===== src/rtl/fifo_wptr_full.sv =====
// Write-domain pointer and full-flag generator for an asynchronous FIFO.
// Keeps the binary and Gray write pointers and brings the read Gray pointer
// into clk_w through two flops. From these it produces the registered full
// flag, the write-side fill level and a sticky overflow flag. A write is never
// accepted while full is set.
//
// Optional feature: define FIFO_WPTR_AFULL_EN to build a registered
// almost-full flag (afull = level >= afull_thr). Without the macro, afull is
// tied to 0.
module fifo_wptr_full #(
  parameter int unsigned ptrsize   = 10,
  parameter int unsigned depth     = 1024,
  parameter int unsigned afull_thr = depth - 4
) (
  input  logic               clk_w,
  input  logic               rst_w,
  input  logic               wen,
  input  logic [ptrsize:0]   rptr_gray,
  output logic               wr_accept,
  output logic [ptrsize-1:0] wptr,
  output logic [ptrsize:0]   wptr_gray,
  output logic               full,
  output logic [ptrsize:0]   wlevel,
  output logic               overflow,
  output logic               afull
);

  // The full compare splits the top two pointer bits from the rest.
  if (ptrsize < 2) begin : g_bad_ptrsize
    $fatal(1, "fifo_wptr_full: ptrsize must be at least 2");
  end
  if (depth != 2 ** ptrsize) begin : g_bad_depth
    $fatal(1, "fifo_wptr_full: depth must equal 2**ptrsize");
  end

  localparam logic [ptrsize:0] PtrOne = (ptrsize + 1)'(1);

  // Binary write pointer, one bit wider than the address so that the top bit
  // records the wrap.
  logic [ptrsize:0] wbin;
  logic [ptrsize:0] wbin_next;
  logic [ptrsize:0] wgray_next;

  // Two-flop synchroniser for the read Gray pointer. Only rq2 is used.
  logic [ptrsize:0] rq1;
  logic [ptrsize:0] rq2;

  // Read pointer in binary, decoded from rq2.
  logic [ptrsize:0] rbin_s;

  logic [ptrsize:0] wlevel_next;
  logic             full_next;

  // Writes are gated by the registered full flag only.
  assign wr_accept = wen & ~full;

  // Bring the read Gray pointer into clk_w.
  always_ff @(posedge clk_w) begin
    if (rst_w) begin
      rq1 <= '0;
      rq2 <= '0;
    end else begin
      rq1 <= rptr_gray;
      rq2 <= rq1;
    end
  end

  // Gray-to-binary: each binary bit is the XOR of that Gray bit and every
  // Gray bit above it.
  always_comb begin
    rbin_s = '0;
    for (int i = 0; i <= int'(ptrsize); i++) begin
      rbin_s[i] = ^(rq2 >> i);
    end
  end

  // Next pointer, its Gray code, and the level and full flag that follow from
  // it.
  always_comb begin
    wbin_next   = wr_accept ? (wbin + PtrOne) : wbin;
    wgray_next  = wbin_next ^ (wbin_next >> 1);
    // Modulo 2**(ptrsize+1) subtraction is unaffected by the wrap.
    wlevel_next = wbin_next - rbin_s;
    // Full when the Gray pointers differ only in their top two bits.
    full_next   = (wgray_next == {~rq2[ptrsize:ptrsize-1], rq2[ptrsize-2:0]});
  end

  // Write pointer registers. Reset takes priority over a pending write.
  always_ff @(posedge clk_w) begin
    if (rst_w) begin
      wbin      <= '0;
      wptr      <= '0;
      wptr_gray <= '0;
    end else begin
      wbin      <= wbin_next;
      wptr      <= wbin_next[ptrsize-1:0];
      wptr_gray <= wgray_next;
    end
  end

  // Status flags. These are pessimistic because rq2 lags the real read
  // pointer.
  always_ff @(posedge clk_w) begin
    if (rst_w) begin
      full   <= 1'b0;
      wlevel <= '0;
    end else begin
      full   <= full_next;
      wlevel <= wlevel_next;
    end
  end

  // Sticky overflow: set when a write is attempted against a full FIFO.
  always_ff @(posedge clk_w) begin
    if (rst_w) begin
      overflow <= 1'b0;
    end else if (wen && full) begin
      overflow <= 1'b1;
    end
  end

`ifdef FIFO_WPTR_AFULL_EN
  localparam logic [ptrsize:0] AfullThr = (ptrsize + 1)'(afull_thr);

  // Almost-full flag, registered together with the level it is derived from.
  always_ff @(posedge clk_w) begin
    if (rst_w) begin
      afull <= 1'b0;
    end else begin
      afull <= (wlevel_next >= AfullThr);
    end
  end
`else
  assign afull = 1'b0;
`endif

endmodule


===== config.mk =====
export PLATFORM = sky130hd
export DESIGN_NAME = fifo_wptr_full
export DESIGN_NICKNAME = d
export VERILOG_FILES = /design/src/rtl/fifo_wptr_full.sv
export SDC_FILE = /design/constraint.sdc
export NUM_CORES = 1
export LEC_CHECK = 0
export ABC_AREA = 1
export BUFFER_PORTS_ARGS = -buffer_cell sky130_fd_sc_hd__buf_4
export CAP_MARGIN = 20
export CORE_MARGIN = 2
export CORE_UTILIZATION = 52
export DETAILED_ROUTE_END_ITERATION = 10
export PLACE_DENSITY_LB_ADDON = 0.2
export SLEW_MARGIN = 20
export SYNTH_ARGS = -nofsm -noshare
export SYNTH_HDL_FRONTEND = slang
export SYNTH_SLANG_ARGS = --single-unit

===== constraint.sdc =====
create_clock -name clk_w -period 4.5 [get_ports clk_w]
set_input_delay 0.225 -clock clk_w [delete_from_list [all_inputs] [get_ports clk_w]]
set_output_delay 0.225 -clock clk_w [all_outputs]
set_load 0.02 [all_outputs]

Word level (Yosys, flattened, before mapping)
Cells that the tools add are included.
{"block": "op_classes", "addsub": 2, "eq_ne": 1, "n_mux": 1, "bitwise": 4, "n_reduce_logical": 12}
{"cell": "$reduce_xor A11 Y1", "count": 11}
{"cell": "$add A11 B1 Y11 const B", "count": 1}
{"cell": "$eq A11 B11 Y1", "count": 1}
{"cell": "$mux W11", "count": 1}
{"cell": "$sub A11 B11 Y11", "count": 1}
{"cell": "$xor A11 B10 Y11", "count": 1}
{"cell": "$not A2 Y2", "count": 1}
{"cell": "$and A1 B1 Y1", "count": 1}
{"cell": "$logic_and A1 B1 Y1", "count": 1}
{"cell": "$not A1 Y1", "count": 1}
{"block": "totals", "regBits": 67, "in_bits": 14, "out_inout_bits": 36, "word_cells": 28}

Logic depth before layout (Yosys ltp)
Gate-level depths: netlist (run 1).
{"block": "depth", "word_depth": 5, "mapped_depth": 21, "ltp_nobuf": 21}

Worst setup path after synthesis (run 1)
Ideal clock, no wire load.
{"block": "synth_path", "kind": "register to register", "from": "register, netlist name wptr[0]", "to": "register wlevel[10]", "setup_time_ns": 0.064, "t_arrival_ns": 2.359, "required_time_ns": 4.436, "slack_ns": 2.077, "path_stages_with_launch": 15, "n_path_buf": 0, "synth_period_minus_slack_ns": 2.423, "path_cell_list": "dfxtp_1 > ha_1 > nand3_2 > nor2_4 > nand4_2 > xor2_2 > inv_2 > ha_1 > nand3_1 > inv_1 > a21oi_1 > nand3_1 > nand2_1 > inv_1 > nor2_1"}
{"element": "end signal, assigned", "line_no": "109", "source": "wlevel <= wlevel_next;"}
{"element": "end, declared", "line_no": "23", "source": "output logic [ptrsize:0] wlevel,"}

==> impl_metrics.csv, run 1 <==
group,metric,value,unit
floorplan,rows,28,
route,wl_per_cell,11.7,um
synth,synthDistinctLibCells,39,
cells_and_area,final_nets,552,
clocking,htreeDepth,2,
status,status,"completed",
clocking,cts.repair.resized,0,
synth,synth.net_count,505,
cells_and_area,seqCellArea,1120,um2
grt,grt_usage,21.3,%
synth,seq_area_frac_synth,34.2,%
floorplan,die-area,6950,um2
critical_path,worstPathMaxFanout,7,
sta,fin_ws,1840,ps
clocking,clockBufferDepth,2,
clocking,cts.sinks,56,
synth,synthArstFlopShare,0,%
placed_design,numPortBuffers,48,
critical_path,worst_setup_path_start_kind,"register",
clocking,ctsRootBufferMaster,"clkbuf_8",
cells_and_area,syn2layout_area_growth,15.4,%
floorplan,start_util,54.7,%
critical_path,setup.worst_path.class,"reg2reg",
synth,syn_area,3280,um2
grt,grt_pass1_vias,2747,
route,vias,2923,
power,vdd_drop_max,0.274,mV
placed_design,hpwlAfterDp,5730,um
grt,grt_overflow,0,
critical_path,rr_worst_depth,14,
critical_path,reg2reg_to,"wlevel[10]$_SDFF_PP0_",
cells_and_area,mostFrequentLayoutCell,"nand2_1",
sta,finalCritPeriodShare,59.2,%
sta,hold_viol_final,0,
critical_path,end_kind,"register",
floorplan,ios,50,
route,drc_errors,0,
clocking,cts_setup_buffers,0,
clocking,insertion_delay,320,ps
critical_path,r2r-start,"wptr[0]$_SDFF_PP0_",
floorplan,die_w,83.4,um
critical_path,startpoint,"wptr[0]$_SDFF_PP0_",
clocking,cts.clk_slew.worst_paths,110,ps
clocking,cts_made_buffers,5,
synth,synth-edff-count,0,
route,routed_via_density,4.82,
floorplan,fp.coreArea,5990,um2
sta,period_needed,2660,ps
grt,grt_pass1_wl,12200,um
sta,slew_violations,0,
clocking,cts_tree,"done",
route,firstDrtPassIters,4,
synth,ys_ff_latch,56,
power,p_leak,0.00200,uW
cells_and_area,n_fill_cell,557,
cells_and_area,multi_input_area,1820,um2
clocking,hold_buffers,0,
critical_path,critPathArrivalTime,2880,ps
synth,syn_area_per_cell,6.78,um2
critical_path,cp.required,4720,ps
worst_hold_path,worst_hold_path_type,"in2reg",
placed_design,post-place-ws,1880,ps
placed_design,gp_congestion,0.949,
floorplan,die_h,83.4,um
route,drt-total-wl,7060,um
flow_run,maxCapViolCount,0,
route,drt_iter0_drc,129,
power,power_density,303,nW/um2
cells_and_area,final_layout_size_suffix_gt1_share,22.2,%
sta,setup_tns,0,ps
critical_path,cp-endpoint,"wlevel[10]$_SDFF_PP0_",
synth,netlist_instances,483,
synth,yosysWarnings,0,
sta,finClkSkew,10.9,ps
grt,antenna_found_initial,0,
sta,setup_viol,0,
route,drtAntennaViolNets,0,
cells_and_area,diodes,0,
grt,grt_max_degree,48,
critical_path,r2r_setup_slack,1840,ps
sta,max_freq,375,MHz
sta,rsz0062_at_grt,"no",
synth,synth-main-ff-cell,"dfxtp_1",
cells_and_area,final_cell_mix,"nand2_1 (143), nor2_1 (67), inv_1 (65)",
-- metal layers --
layer | wire length (um) | global-route usage [%] | share of wire, % | vias to the layer above
li1 | - | - | - | 1534
met1 | 3110 | 26.8 | 44 | 1293
met2 | 3370 | 36.4 | 48 | 84
met3 | 423 | 3.68 | 6.0 | 12
met4 | 159 | 7.60 | 2.3 | 0
met5 | 0 | 0 | 0 | -
-- flip-flops by register name, summed over array words and instances (netlist names) --
signal,flops
full,1
overflow,1
rq1,11
rq2,11
wbin,1
wlevel,11
wptr,9
wptr_gray,11
-- synth_stat cells (2+ instances only) --
cell,instances,share of area [%]
nand2_1,143,16
nor2_1,67,7.7
inv_1,65,7.4
dfxtp_1,56,34
nand3_1,23,3.5
nand2_2,20,3.8
xor2_1,16,4.3
a21oi_1,13,2.0
inv_2,12,1.4
nand3_2,8,2.4
ha_1,7,2.7
xnor2_1,6,1.6
nand4_1,5,0.95
xor2_2,5,2.5
o21ai_0,4,0.61
clkbuf_1,3,0.34
nor2_2,3,0.57
buf_1,2,0.23
buf_4,2,0.46
nor2_4,2,0.69
o21ai_1,2,0.31
or2_2,2,0.38
-- critical path: stages, from the launching register on --
cell and delay, ps:
dfxtp_1 550, ha_1 250, nand3_2 130, nor2_4 160, nand4_2 120, xor2_2 290, inv_2 100, ha_1 320
nand3_1 110, nor2_2 160, nand3_1 130, nand3_1 90, nand2_1 50, inv_1 40, nor2_1 30
-- through the flow --
| stage | instances | total power [uW] | hold slack (ps) | instance area, um2 | utilization, % |
|---|---|---|---|---|---|
| 4_1_cts | 606 | 1160 | 98.1 | 3780 | 63.1 |
| 6_report | 606 | 1150 | 100 | 3780 | 63.1 |
| 3_5_place_dp | 598 | 877 | 392 | 3690 | 61.6 |
| 5_1_grt | 606 | 1220 | 110 | 3780 | 63.1 |
| 2_1_floorplan | 483 | 782 | 332 | 3280 | - |
| 3_3_place_gp | 598 | 869 | 389 | 3690 | 61.6 |
-- how the worst min path moves through the flow --
stage	from	endpoint	slack, ps	cells after the start
finish	rptr_gray[2]	rq1[2]$_SDFF_PP0_	100	3
global route	rptr_gray[9]	rq1[9]$_SDFF_PP0_	110	3
CTS	rptr_gray[2]	rq1[2]$_SDFF_PP0_	100	3
detailed placement	rq1[1]$_SDFF_PP0_	rq2[1]$_SDFF_PP0_	390	2
global placement	rq1[1]$_SDFF_PP0_	rq2[1]$_SDFF_PP0_	390	2
floorplan	rptr_gray[0]	rq1[0]$_SDFF_PP0_	330	2
-- layout make-up --
class	count	share of cell area, %
well taps	75	2.48
clock inverters	3	0.563
repair buffers	48	9.53
inverters	79	7.91
flip-flops and latches	56	29.6
multi-input cells	340	48.0
clock buffers	5	1.82
-- cell families after synthesis --
group / synth area share [%]
other cells: 0.114
xor+xnor: 8.86
compound gates: 4.01
fa+ha+maj: 3.28
flops: 34.2
simple gates: 39.2
buf+inv: 10.3
-- power by group --
group / internal [uW] / total [uW] / switching (uW)
clock network: 111 / 282 / 171
registers: 530 / 548 / 18.7
logic: 118 / 317 / 199
total: 759 / 1150 / 388
Note: power is estimated with default switching activity, not from simulation.
==> run 2, diff against run 1 <==
Settings changed: ABC_AREA 1 to 0.
Clock period 4.5 ns to 2.7 ns, I/O delays scaled along.
==> impl_metrics.csv, run 2 <==
group,metric,value,unit
sta,setup_viol,8,
power,p_comb_share,39.7,%
route,drtAntennaViolNets,0,
grt,grt_pass1_vias,2413,
synth,synth_top_area_cell,"dfxtp_1",
synth,synth.net_count,342,
worst_hold_path,worst_hold_path_type,"in2reg",
critical_path,slowest_stage,"xnor3_2",
sta,max_freq,307,MHz
placed_design,numPortBuffers,48,
synth,yosys.area_share.simple,20.6,%
grt,grt_max_degree,61,
route,wl_per_cell,14.2,um
route,routed_via_density,5.21,
sta,period_needed,3260,ps
power,pwr-share-clk,21.4,%
placed_design,gp_congestion,0.910,
power,power_density,586,nW/um2
route,drt-total-wl,6900,um
synth,synth_top_cell_area_share,38.4,%
floorplan,die-area,6230,um2
critical_path,setup.worst_path.class,"reg2reg",
power,power.total,2350,uW
status,failed_checks,"negative setup slack",
worst_hold_path,holdPathStages,2,
sta,worst_pin_slew,730,ps
synth,syn_area_per_cell,9.13,um2
sta,fin_ws,-561,ps
synth,muxShareOfSynthArea,3.47,%
cells_and_area,layout.cells.non_filler,487,
floorplan,die_w,78.9,um
cells_and_area,diodes,0,
cells_and_area,final_layout_size_suffix_gt1_share,36.6,%
critical_path,worst_setup_path_start_kind,"register",
synth,synth-main-ff-cell,"dfxtp_1",
floorplan,die_h,78.9,um
clocking,cts.sinks,56,
critical_path,cp_num_buf_inv,2,
cells_and_area,seqCellArea,1120,um2
worst_hold_path,hold_path.startpoint,"rptr_gray[7]",
cells_and_area,multi_input_area,1900,um2
sta,whs,21.7,ps
critical_path,path_delay_family,"XOR/XNOR gates",
floorplan,rows,27,
synth,yosysWarnings,0,
critical_path,cp.required,2910,ps
critical_path,slowest_delay,480,ps
clocking,cts.clk_slew.worst_paths,100,ps
placed_design,hpwlAfterDp,5010,um
route,firstDrtPassIters,4,
synth,synthTopCellsByArea,"dfxtp_1 (38%), xnor2_1 (11%), nor2b_1 (6.2%)",
route,drt_iter0_drc,161,
synth,seq_area_frac_synth,38.4,%
cells_and_area,final_nets,436,
power,p_sw_share,32.4,%
status,status,"finished, violations left",
grt,antenna_found_initial,0,
synth,netlist_instances,320,
cells_and_area,syn2layout_area_growth,37.6,%
synth,synth_compound_area_share,10.2,%
clocking,ctsRootBufferMaster,"clkbuf_8",
power,p_int,1590,uW
cells_and_area,design_area,4020,um2
sta,finalCritPeriodShare,121,%
sta,hold_viol_final,0,
clocking,htreeDepth,2,
synth,synth-edff-count,0,
synth,ys_ff_latch,56,
synth,yosys-top-cells-count,"dfxtp_1 (56), nor2_1 (40), xnor2_1 (37), nor2b_1 (29), nand2_1 (19)",
cells_and_area,mostFrequentLayoutCell,"buf_4",
sta,finClkSkew,7.07,ps
sta,maxSlewHeadroom,51.0,%
placed_design,dp.cells,475,
grt,grt_usage,23.6,%
floorplan,fp.coreArea,5470,um2
power,p_seq_share,39.0,%
critical_path,r2r-start,"rq2[10]$_SDFF_PP0_",
synth,synth_most_common_cell,"dfxtp_1",
synth,synth_xor_area_share,19.4,%
synth,synthArstFlopShare,0,%
floorplan,ios,50,
cells_and_area,n_fill_cell,394,
route,drc_errors,0,
placed_design,place_area,3750,um2
synth,syn_area,2920,um2
sta,slew_violations,0,
critical_path,path_cells,"xnor3_2 > xnor3_2 > xnor2_2 > ha_2 > inv_2 > fa_2 > inv_2 > maj3_2 > a21oi_2 > a211oi_2 > a311oi_4 > a31o_1 > mux2_4",
power,vdd_drop_max,0.343,mV
critical_path,r2r_setup_slack,-560,ps
sta,rsz0062_at_grt,"yes",
floorplan,start_util,53.4,%
route,vias,2536,
clocking,insertion_delay,320,ps
clocking,clockBufferDepth,2,
critical_path,worstPathMaxFanout,5,
flow_run,maxCapViolCount,0,
grt,grt_overflow,0,
synth,synthDistinctLibCells,55,
synth,synth_top_family_by_area,"simple AND/OR/NAND/NOR gates",
critical_path,critPathArrivalTime,3480,ps
critical_path,rr_worst_depth,13,
worst_hold_path,holdPathEnd,"rq1[7]$_SDFF_PP0_",
clocking,cts_tree,"done",
grt,grt_pass1_wl,11300,um
power,p_switching,762,uW
synth,yosys.area_share.adder,4.37,%
power,p_leak,0.00176,uW
critical_path,reg2reg_to,"wlevel[10]$_SDFF_PP0_",
placed_design,post-place-ws,-594,ps
critical_path,end_kind,"register",
clocking,cts_made_buffers,5,
cells_and_area,final_cell_mix,"buf_4 (97), dfxtp_1 (53), nor2_1 (38)",
-- run 2: worst register-to-register path, stage by stage (launching register included) --
cell and delay, ps:
dfxtp_2 340, xnor3_2 480, xnor3_2 290, xnor2_2 150, ha_2 180, inv_2 60, fa_2 260, inv_2 70
maj3_2 300, a21oi_2 130, a211oi_2 100, a311oi_4 280, a31o_1 220, mux2_4 300
-- run 2: how the worst max path moves through the flow --
stage	from	to	slack, ps	depth (start not counted)
2_1_floorplan	rq2[8]$_SDFF_PP0_	wlevel[10]$_SDFF_PP0_	-480	13
3_3_place_gp	rq2[8]$_SDFF_PP0_	wlevel[9]$_SDFF_PP0_	-490	12
3_5_place_dp	rq2[8]$_SDFF_PP0_	wlevel[8]$_SDFF_PP0_	-590	13
4_1_cts	rq2[10]$_SDFF_PP0_	wlevel[10]$_SDFF_PP0_	-550	13
5_1_grt	rq2[10]$_SDFF_PP0_	wlevel[10]$_SDFF_PP0_	-710	13
6_report	rq2[10]$_SDFF_PP0_	wlevel[10]$_SDFF_PP0_	-560	13
-- run 2: kinds of logic after synthesis --
kind of cell,Yosys count
adder cells (fa/ha/maj),10
other,1
flip-flops,56
multiplexers,9
AO/OA/AOI/OAI,43
AND/OR/NAND/NOR,119
XOR/XNOR,56
buffers and inverters,26
-- run 2: stage by stage --
| stage | util (%) | TNS (ps) |
|---|---|---|
| floorplan | - | -2270 |
| global placement | 68.6 | -2620 |
| detailed placement | 68.6 | -3430 |
| CTS | 72.7 | -2490 |
| global route | 73.4 | -3970 |
| finish | 73.4 | -2640 |
-- run 2: power groups by stage --
stage / combinational (uW) / clock (uW) / sequential (uW)
global route: 1010 / 556 / 923
finish: 934 / 502 / 917
floorplan: 422 / 0 / 1010
global placement: 759 / 0 / 935
CTS: 905 / 524 / 918
detailed placement: 773 / 0 / 937
-- run 2: cell type report --
class | instances | share of cell area, %
multi-input cells | 238 | 47.3
clock inverters | 2 | 0.436
well taps | 72 | 2.24
repair buffers | 99 | 18.7
clock buffers | 6 | 2.06
flip-flops and latches | 56 | 28.0
inverters | 14 | 1.31
-- run 2: routing by layer --
layer,wire (um),vias to the layer above,track usage (%)
met1,2900,1205,28.4
met5,0,-,0
met4,95,0,6.90
met2,3550,75,42.6
li1,-,1248,-
met3,359,8,4.55
-- run 2: repair_timing --
item                                    4_1_cts  5_1_grt
hold buffers                                  0        0
endpoints found under the setup margin        9       10
buffers inserted                              6        2
gates resized for setup                      22        5
pin swaps                                    16        4
